===== src/rtl/multicycle_decoder.sv =====
// multicycle_decoder
//   Registered control unit for the multi-cycle MIPS datapath. Steps each
//   instruction through FETCH/DECODE/EXEC/MEM/WB. It drives the datapath
//   enables, mux selects and ALU operation class. Memory states stall on
//   mem_ready_i, and a wait counter bounds each stall. Illegal opcodes and
//   memory timeouts land in a sticky ERROR state that only reset clears.
//
// Ports
//   clk_i, rst_i         clock, async active-high reset
//   instr_op_i           opcode from the IR, sampled only in DECODE
//   mem_ready_i          memory access completes this cycle
//   *_o (1 bit)          datapath enables / selects
//   alu_src_b_o          00 reg B, 01 const 4, 10 imm, 11 imm<<2
//   pc_src_o             00 ALU result, 01 ALUOut, 10 jump target
//   alu_op_o             ALU operation class
//   state_o, err_o       current state, sticky error
//
// state    | enc | meaning
// FETCH    |  0  | read instruction, PC+4, wait for ready
// DECODE   |  1  | latch opcode, branch target into ALUOut
// MEM_ADDR |  2  | compute lw/sw address
// MEM_RD   |  3  | data read, wait for ready
// MEM_WB   |  4  | load result to register file
// MEM_WR   |  5  | data write, wait for ready
// R_EXEC   |  6  | R-type ALU op
// R_WB     |  7  | R-type writeback to rd
// BRANCH   |  8  | beq/bne compare and conditional PC write
// I_EXEC   |  9  | immediate ALU op
// I_WB     | 10  | immediate writeback to rt
// JUMP     | 11  | PC <- jump target
// ERROR    | 15  | sticky fault, left only by reset
module multicycle_decoder #(
  parameter int OP_W         = 6,
  parameter int ALUOP_W      = 3,
  parameter int MEM_WAIT_MAX = 15
) (
  input  logic               clk_i,
  input  logic               rst_i,
  input  logic [OP_W-1:0]    instr_op_i,
  input  logic               mem_ready_i,
  output logic               pc_write_o,
  output logic               pc_write_cond_o,
  output logic               ir_write_o,
  output logic               mem_read_o,
  output logic               mem_write_o,
  output logic               iord_o,
  output logic               reg_write_o,
  output logic               reg_dst_o,
  output logic               mem_to_reg_o,
  output logic               alu_src_a_o,
  output logic               is_ori_o,
  output logic               branch_ne_o,
  output logic [1:0]         alu_src_b_o,
  output logic [1:0]         pc_src_o,
  output logic [ALUOP_W-1:0] alu_op_o,
  output logic [3:0]         state_o,
  output logic               err_o
);

  localparam logic [3:0] S_FETCH    = 4'd0;
  localparam logic [3:0] S_DECODE   = 4'd1;
  localparam logic [3:0] S_MEM_ADDR = 4'd2;
  localparam logic [3:0] S_MEM_RD   = 4'd3;
  localparam logic [3:0] S_MEM_WB   = 4'd4;
  localparam logic [3:0] S_MEM_WR   = 4'd5;
  localparam logic [3:0] S_R_EXEC   = 4'd6;
  localparam logic [3:0] S_R_WB     = 4'd7;
  localparam logic [3:0] S_BRANCH   = 4'd8;
  localparam logic [3:0] S_I_EXEC   = 4'd9;
  localparam logic [3:0] S_I_WB     = 4'd10;
  localparam logic [3:0] S_JUMP     = 4'd11;
  localparam logic [3:0] S_ERROR    = 4'd15;

  localparam logic [OP_W-1:0] OP_RTYPE = OP_W'(6'b000000);
  localparam logic [OP_W-1:0] OP_LW    = OP_W'(6'b100011);
  localparam logic [OP_W-1:0] OP_SW    = OP_W'(6'b101011);
  localparam logic [OP_W-1:0] OP_BEQ   = OP_W'(6'b000100);
  localparam logic [OP_W-1:0] OP_BNE   = OP_W'(6'b000101);
  localparam logic [OP_W-1:0] OP_ADDI  = OP_W'(6'b001000);
  localparam logic [OP_W-1:0] OP_SLTI  = OP_W'(6'b001010);
  localparam logic [OP_W-1:0] OP_LUI   = OP_W'(6'b001111);
  localparam logic [OP_W-1:0] OP_ORI   = OP_W'(6'b001101);
  localparam logic [OP_W-1:0] OP_J     = OP_W'(6'b000010);

  localparam logic [ALUOP_W-1:0] ALU_ADD  = ALUOP_W'(3'b000);
  localparam logic [ALUOP_W-1:0] ALU_BEQ  = ALUOP_W'(3'b001);
  localparam logic [ALUOP_W-1:0] ALU_R    = ALUOP_W'(3'b010);
  localparam logic [ALUOP_W-1:0] ALU_SLTI = ALUOP_W'(3'b011);
  localparam logic [ALUOP_W-1:0] ALU_LUI  = ALUOP_W'(3'b100);
  localparam logic [ALUOP_W-1:0] ALU_BNE  = ALUOP_W'(3'b101);
  localparam logic [ALUOP_W-1:0] ALU_ADDI = ALUOP_W'(3'b110);
  localparam logic [ALUOP_W-1:0] ALU_ORI  = ALUOP_W'(3'b111);

  localparam int CNT_W = (MEM_WAIT_MAX < 2) ? 1 : $clog2(MEM_WAIT_MAX + 1);
  // Count value seen on the last tolerated not-ready cycle; one more
  // not-ready cycle here makes the count reach MEM_WAIT_MAX.
  localparam logic [CNT_W-1:0] WAIT_LAST =
    (MEM_WAIT_MAX > 0) ? CNT_W'(MEM_WAIT_MAX - 1) : '0;

  logic [3:0]       state_q, state_d;
  logic [OP_W-1:0]  op_q, op_d;
  logic [CNT_W-1:0] wait_cnt_q, wait_cnt_d;
  logic             timeout;
  logic             wait_state;
  logic [ALUOP_W-1:0] i_alu_op;

  always_comb begin
    state_d    = state_q;
    op_d       = op_q;
    wait_cnt_d = '0;
    timeout    = (MEM_WAIT_MAX != 0) && !mem_ready_i && (wait_cnt_q == WAIT_LAST);
    wait_state = (state_q == S_FETCH) || (state_q == S_MEM_RD) || (state_q == S_MEM_WR);

    case (state_q)
      S_FETCH: begin
        if (mem_ready_i)  state_d = S_DECODE;
        else if (timeout) state_d = S_ERROR;
      end
      S_DECODE: begin
        op_d = instr_op_i;
        case (instr_op_i)
          OP_RTYPE:                            state_d = S_R_EXEC;
          OP_LW, OP_SW:                        state_d = S_MEM_ADDR;
          OP_BEQ, OP_BNE:                      state_d = S_BRANCH;
          OP_ADDI, OP_SLTI, OP_LUI, OP_ORI:    state_d = S_I_EXEC;
          OP_J:                                state_d = S_JUMP;
          default:                             state_d = S_ERROR;
        endcase
      end
      S_MEM_ADDR: state_d = (op_q == OP_LW) ? S_MEM_RD : S_MEM_WR;
      S_MEM_RD: begin
        if (mem_ready_i)  state_d = S_MEM_WB;
        else if (timeout) state_d = S_ERROR;
      end
      S_MEM_WR: begin
        if (mem_ready_i)  state_d = S_FETCH;
        else if (timeout) state_d = S_ERROR;
      end
      S_MEM_WB, S_R_WB, S_I_WB, S_BRANCH, S_JUMP: state_d = S_FETCH;
      S_R_EXEC: state_d = S_R_WB;
      S_I_EXEC: state_d = S_I_WB;
      S_ERROR:  state_d = S_ERROR;
      default:  state_d = S_ERROR;
    endcase

    // Count only while stalling in place; any transition (including entry
    // into a wait state) leaves the counter at zero. Saturates at all-ones.
    if (wait_state && (state_d == state_q))
      wait_cnt_d = (wait_cnt_q == '1) ? wait_cnt_q : wait_cnt_q + CNT_W'(1);
  end

  always_ff @(posedge clk_i or posedge rst_i) begin
    if (rst_i) begin
      state_q    <= S_FETCH;
      op_q       <= '0;
      wait_cnt_q <= '0;
    end else begin
      state_q    <= state_d;
      op_q       <= op_d;
      wait_cnt_q <= wait_cnt_d;
    end
  end

  always_comb begin
    case (op_q)
      OP_ADDI: i_alu_op = ALU_ADDI;
      OP_SLTI: i_alu_op = ALU_SLTI;
      OP_LUI:  i_alu_op = ALU_LUI;
      OP_ORI:  i_alu_op = ALU_ORI;
      default: i_alu_op = ALU_ADD;
    endcase
  end

  always_comb begin
    pc_write_o      = 1'b0;
    pc_write_cond_o = 1'b0;
    ir_write_o      = 1'b0;
    mem_read_o      = 1'b0;
    mem_write_o     = 1'b0;
    iord_o          = 1'b0;
    reg_write_o     = 1'b0;
    reg_dst_o       = 1'b0;
    mem_to_reg_o    = 1'b0;
    alu_src_a_o     = 1'b0;
    is_ori_o        = 1'b0;
    branch_ne_o     = 1'b0;
    alu_src_b_o     = 2'b00;
    pc_src_o        = 2'b00;
    alu_op_o        = ALU_ADD;
    err_o           = 1'b0;
    state_o         = state_q;

    case (state_q)
      S_FETCH: begin
        mem_read_o  = 1'b1;
        alu_src_b_o = 2'b01;
        ir_write_o  = mem_ready_i;
        pc_write_o  = mem_ready_i;
      end
      S_DECODE:   alu_src_b_o = 2'b11;
      S_MEM_ADDR: begin
        alu_src_a_o = 1'b1;
        alu_src_b_o = 2'b10;
      end
      S_MEM_RD: begin
        mem_read_o = 1'b1;
        iord_o     = 1'b1;
      end
      S_MEM_WB: begin
        reg_write_o  = 1'b1;
        mem_to_reg_o = 1'b1;
      end
      S_MEM_WR: begin
        mem_write_o = 1'b1;
        iord_o      = 1'b1;
      end
      S_R_EXEC: begin
        alu_src_a_o = 1'b1;
        alu_op_o    = ALU_R;
      end
      S_R_WB: begin
        reg_write_o = 1'b1;
        reg_dst_o   = 1'b1;
        alu_op_o    = ALU_R;
      end
      S_BRANCH: begin
        alu_src_a_o     = 1'b1;
        pc_write_cond_o = 1'b1;
        pc_src_o        = 2'b01;
        branch_ne_o     = (op_q == OP_BNE);
        alu_op_o        = (op_q == OP_BNE) ? ALU_BNE : ALU_BEQ;
      end
      S_I_EXEC: begin
        alu_src_a_o = 1'b1;
        alu_src_b_o = 2'b10;
        alu_op_o    = i_alu_op;
        is_ori_o    = (op_q == OP_ORI);
      end
      S_I_WB: begin
        reg_write_o = 1'b1;
        alu_op_o    = i_alu_op;
        is_ori_o    = (op_q == OP_ORI);
      end
      S_JUMP: begin
        pc_write_o = 1'b1;
        pc_src_o   = 2'b10;
      end
      S_ERROR: err_o = 1'b1;
      default: err_o = 1'b0;
    endcase

    // Reset is asynchronous, so outputs (including the Mealy fetch terms)
    // must be quiet for the whole time rst_i is high, not from the next edge.
    if (rst_i) begin
      pc_write_o      = 1'b0;
      pc_write_cond_o = 1'b0;
      ir_write_o      = 1'b0;
      mem_read_o      = 1'b0;
      mem_write_o     = 1'b0;
      iord_o          = 1'b0;
      reg_write_o     = 1'b0;
      reg_dst_o       = 1'b0;
      mem_to_reg_o    = 1'b0;
      alu_src_a_o     = 1'b0;
      is_ori_o        = 1'b0;
      branch_ne_o     = 1'b0;
      alu_src_b_o     = 2'b00;
      pc_src_o        = 2'b00;
      alu_op_o        = '0;
      err_o           = 1'b0;
      state_o         = 4'd0;
    end
  end

endmodule


===== config.mk =====
export PLATFORM = sky130hd
export DESIGN_NAME = multicycle_decoder
export DESIGN_NICKNAME = d
export VERILOG_FILES = /design/src/rtl/multicycle_decoder.sv
export SDC_FILE = /design/constraint.sdc
export NUM_CORES = 1
export LEC_CHECK = 0
export ABC_AREA = 1
export BUFFER_PORTS_ARGS = -buffer_cell sky130_fd_sc_hd__buf_2
export CORE_ASPECT_RATIO = 0.6
export CORE_MARGIN = 1.5
export CORE_UTILIZATION = 45
export CTS_CLUSTER_DIAMETER = 120
export DETAILED_ROUTE_END_ITERATION = 8
export GPL_TIMING_DRIVEN = 1
export PLACE_DENSITY = 0.69
export SYNTH_ARGS = -nofsm -noshare
export SYNTH_HDL_FRONTEND = slang
export SYNTH_SLANG_ARGS = --single-unit

===== constraint.sdc =====
create_clock -name clk_i -period 2.7 [get_ports clk_i]
set_input_delay 0.405 -clock clk_i [delete_from_list [all_inputs] [get_ports clk_i]]
set_output_delay 0.405 -clock clk_i [all_outputs]
set_load 0.02 [all_outputs]

==> flow_results.xml <==
<?xml version="1.0" encoding="UTF-8"?>
<metrics>
  <group name="final_layout">
    <metric name="fin_nets" unit="">258</metric>
    <metric name="final_layout_size_suffix_gt1_share" unit="%">26.0</metric>
    <metric name="final_cell_mix" unit="">sky130_fd_sc_hd__nand2_1 (46), sky130_fd_sc_hd__nor2_1 (40), sky130_fd_sc_hd__buf_2 (32), sky130_fd_sc_hd__inv_1 (30), sky130_fd_sc_hd__dfrtp_1 (14)</metric>
    <metric name="post_route_utilization" unit="%">59.0</metric>
    <metric name="antenna_cells" unit="">0</metric>
    <metric name="mostFrequentLayoutCell" unit="">sky130_fd_sc_hd__nand2_1</metric>
    <metric name="synthToLayoutAreaGrowth" unit="%">17.9</metric>
    <metric name="n_fill_cell" unit="">274</metric>
  </group>
  <group name="power_and_ir_drop">
    <metric name="pwr_density_cell" unit="nW/um^2">1040</metric>
    <metric name="static-leakage-power" unit="nW">0.881</metric>
    <metric name="irDropWorstVdd" unit="V">0.000443</metric>
  </group>
  <group name="detailed_routing">
    <metric name="drt_iter0_markers" unit="">92</metric>
    <metric name="drt_wl_total" unit="um">3300</metric>
    <metric name="ant_nets" unit="">0</metric>
    <metric name="drc_errors" unit="">0</metric>
    <metric name="route.detailed.wl_per_inst" unit="um">11.9</metric>
    <metric name="detailedRoute.firstPassIterationCount" unit="">4</metric>
    <metric name="avgViaCountPerCell" unit="">5.04</metric>
    <metric name="dr_vias" unit="">1400</metric>
  </group>
  <group name="critical_path">
    <metric name="timing.critical_path.to_type" unit="">output port</metric>
    <metric name="startpoint" unit="">op_q[4]</metric>
    <metric name="worst_path_max_delay_cell" unit="">sky130_fd_sc_hd__dfrtp_1</metric>
    <metric name="timing_worst_setup_path_type" unit="">flop to output port</metric>
    <metric name="slowest_delay" unit="ns">0.40</metric>
    <metric name="reg2reg_from" unit="">state_q[1]</metric>
    <metric name="critPathLaunchType" unit="">flop</metric>
    <metric name="crit_path_max_fanout" unit="">3</metric>
    <metric name="arrival" unit="ns">1.80</metric>
    <metric name="worst_ep_required_time" unit="ns">2.30</metric>
    <metric name="worstPathCellList" unit="">nor2_1 -&gt; nand2_1 -&gt; nor3_1 -&gt; nand2_1 -&gt; o31ai_1 -&gt; a22oi_1 -&gt; nor2_1 -&gt; buf_2</metric>
  </group>
  <group name="sta">
    <metric name="layout_worst_path_cycle_share" unit="%">81.6</metric>
    <metric name="finalMaxSlewViolations" unit="">0</metric>
    <metric name="final.setup.tns" unit="ns">0</metric>
    <metric name="rsz_0062_raised_after_global_routing" unit="">false</metric>
    <metric name="finalClockSkew" unit="ns">0.00148</metric>
    <metric name="hold_viol_final" unit="">0</metric>
    <metric name="fmaxAchievable" unit="GHz">0.454</metric>
    <metric name="slew_headroom" unit="%">64.1</metric>
    <metric name="tightestPinTransition" unit="ns">0.539</metric>
    <metric name="report.final.setup_viol" unit="">0</metric>
    <metric name="min_period" unit="ns">2.20</metric>
  </group>
  <group name="logic_synthesis">
    <metric name="count_of_state_elements_after_synthesis" unit="">14</metric>
    <metric name="postSynthCellCount" unit="">214</metric>
    <metric name="netlist_area" unit="sq um">1320</metric>
    <metric name="synth_seq_area_share" unit="%">26.6</metric>
    <metric name="synth-async-reset-ratio" unit="%">100</metric>
    <metric name="synth.avg_cell_area" unit="sq um">6.14</metric>
    <metric name="yosys_warnings" unit="">0</metric>
    <metric name="postSynth.topFlopCell" unit="">sky130_fd_sc_hd__dfrtp_1</metric>
    <metric name="yosysUniqueCellTypes" unit="">33</metric>
    <metric name="synth.net_count" unit="">225</metric>
    <metric name="synth_enable_flop_cells" unit="">0</metric>
  </group>
  <group name="die">
    <metric name="floorplan_die_area" unit="sq um">3270</metric>
    <metric name="io_pins" unit="">33</metric>
    <metric name="floorplan.core_area" unit="sq um">2630</metric>
    <metric name="dieHeight" unit="um">44.9</metric>
    <metric name="floorplan.die.width" unit="um">72.8</metric>
    <metric name="initial_utilization" unit="%">50.0</metric>
    <metric name="std_cell_rows" unit="">14</metric>
  </group>
  <group name="cts">
    <metric name="clk_root_buffer_cell" unit="">sky130_fd_sc_hd__clkbuf_8</metric>
    <metric name="tritoncts" unit="">done</metric>
    <metric name="postCtsResizedCells" unit="">0</metric>
    <metric name="cts.clk_slew.worst_paths" unit="ns">0.06</metric>
    <metric name="h-tree-depth" unit="">1</metric>
    <metric name="tritoncts_num_sinks" unit="">14</metric>
    <metric name="number_of_buffers_inserted_to_repair_setup_after_cts" unit="">0</metric>
    <metric name="cts_hold_buffers" unit="">0</metric>
    <metric name="clk-insertion-delay-late" unit="ns">0.24</metric>
    <metric name="num_cts_buffers" unit="">3</metric>
    <metric name="max-clock-path-buffers" unit="">2</metric>
  </group>
  <group name="global_routing">
    <metric name="globalRouteMet1Util" unit="%">33.4</metric>
    <metric name="global_route.peak_usage_layer" unit="">met1</metric>
    <metric name="groute.usage.overall" unit="%">22.0</metric>
    <metric name="antenna_found_initial" unit="">0</metric>
    <metric name="global_route.usage.met2" unit="%">31.6</metric>
    <metric name="grt_pass1_vias" unit="">1216</metric>
    <metric name="grt_pass1_wl" unit="um">5420</metric>
    <metric name="met3_layer_usage_reported_by_global_route" unit="%">6.25</metric>
    <metric name="grt_max_degree" unit="">22</metric>
    <metric name="global_route.overflow_total" unit="">0</metric>
  </group>
  <group name="place">
    <metric name="dpl.hpwl" unit="um">2710</metric>
    <metric name="routabilityCongestion" unit="">0.855</metric>
    <metric name="numPortBuffers" unit="">32</metric>
  </group>
  <group name="hold_path">
    <metric name="hp-class" unit="">input port to asynchronous set/reset pin</metric>
  </group>
  <group name="job">
    <metric name="drv.max_cap_violation_count" unit="">0</metric>
  </group>
  <group name="status">
    <metric name="status" unit="">completed</metric>
  </group>
</metrics>
-- layout make-up --
| cell class | count | area, sq um | share of cell area [%] |
|---|---|---|---|
| multi-input cells | 161 | 813 | 52.5 |
| clock buffers | 4 | 55.1 | 3.55 |
| flip-flops and latches | 14 | 350 | 22.6 |
| well taps | 32 | 40.0 | 2.58 |
| inverters | 35 | 131 | 8.47 |
| repair buffers | 32 | 160 | 10.3 |
-- worst max-delay path, delay by kind of cell, from the launching register on --
kind | cells | cell delay [ns]
and+or+nand+nor | 5 | 0.76
buffers and inverters | 1 | 0.18
AOI/OAI and AO/OA | 2 | 0.22
DFF | 1 | 0.40
-- metal layers --
| metal | up-vias | part of all wire (%) |
|---|---|---|
| li1 | 742 | - |
| met1 | 611 | 52 |
| met2 | 45 | 40 |
| met3 | 2 | 7.3 |
| met4 | 0 | 0.36 |
| met5 | - | 0 |
-- flip-flops by register name (all words and copies together) (netlist names) --
name and cells:
state_q 4, wait_cnt_q 4, op_q 6
-- synth_stat cells (all sizes together) (2+ instances only) --
cell	instances	share of area (%)
a21oi	9	4.0
buf	3	1.2
dfrtp	14	27
ha	2	1.9
inv	35	10
nand2	54	17
nand3	13	6.7
nand4	3	1.4
nor2	48	16
nor3	7	2.7
nor4	2	0.95
o21ai	11	4.2
or2	2	0.95
xor2	2	1.3
-- path summary, 6_finish.rpt --
path / end / slack, ns / cells past startpoint
max reg2reg: wait_cnt_q[0] / 0.77 / 9
max in group asynchronous: wait_cnt_q[2] / 1.97 / 2
min in group clk_i: op_q[3] / 0.41 / 3
min: state_q[1] / 0.37 / 2
min reg2reg: op_q[4] / 0.53 / 2
max: alu_op_o[1] / 0.50 / 8
-- cells by family after synthesis --
logic type / Yosys count / synth area share (%)
buffers and inverters: 39 / 11.5
AND/OR/NAND/NOR: 130 / 46.4
flip-flops: 14 / 26.6
adder cells (fa/ha/maj): 2 / 1.90
XOR/XNOR: 3 / 2.00
AO/OA/AOI/OAI: 26 / 11.5
-- per-stage QoR --
stage | cells | hold WS [ns] | setup slack (ns) | area (sq um) | total power, mW
floorplan | 214 | 0.476 | 0.722 | 1320 | 1.17
global placement | 274 | 0.508 | 0.806 | 1500 | 1.40
detailed placement | 274 | 0.518 | 0.773 | 1500 | 1.40
CTS | 278 | 0.389 | 0.521 | 1550 | 1.61
global route | 278 | 0.443 | 0.368 | 1550 | 1.75
finish | 278 | 0.372 | 0.497 | 1550 | 1.61
-- where the power goes --
part	switching, mW	internal, mW
clock	0.0752	0.129
combinational	0.685	0.322
sequential	0.104	0.292
Power figures use the tool's default switching activity.
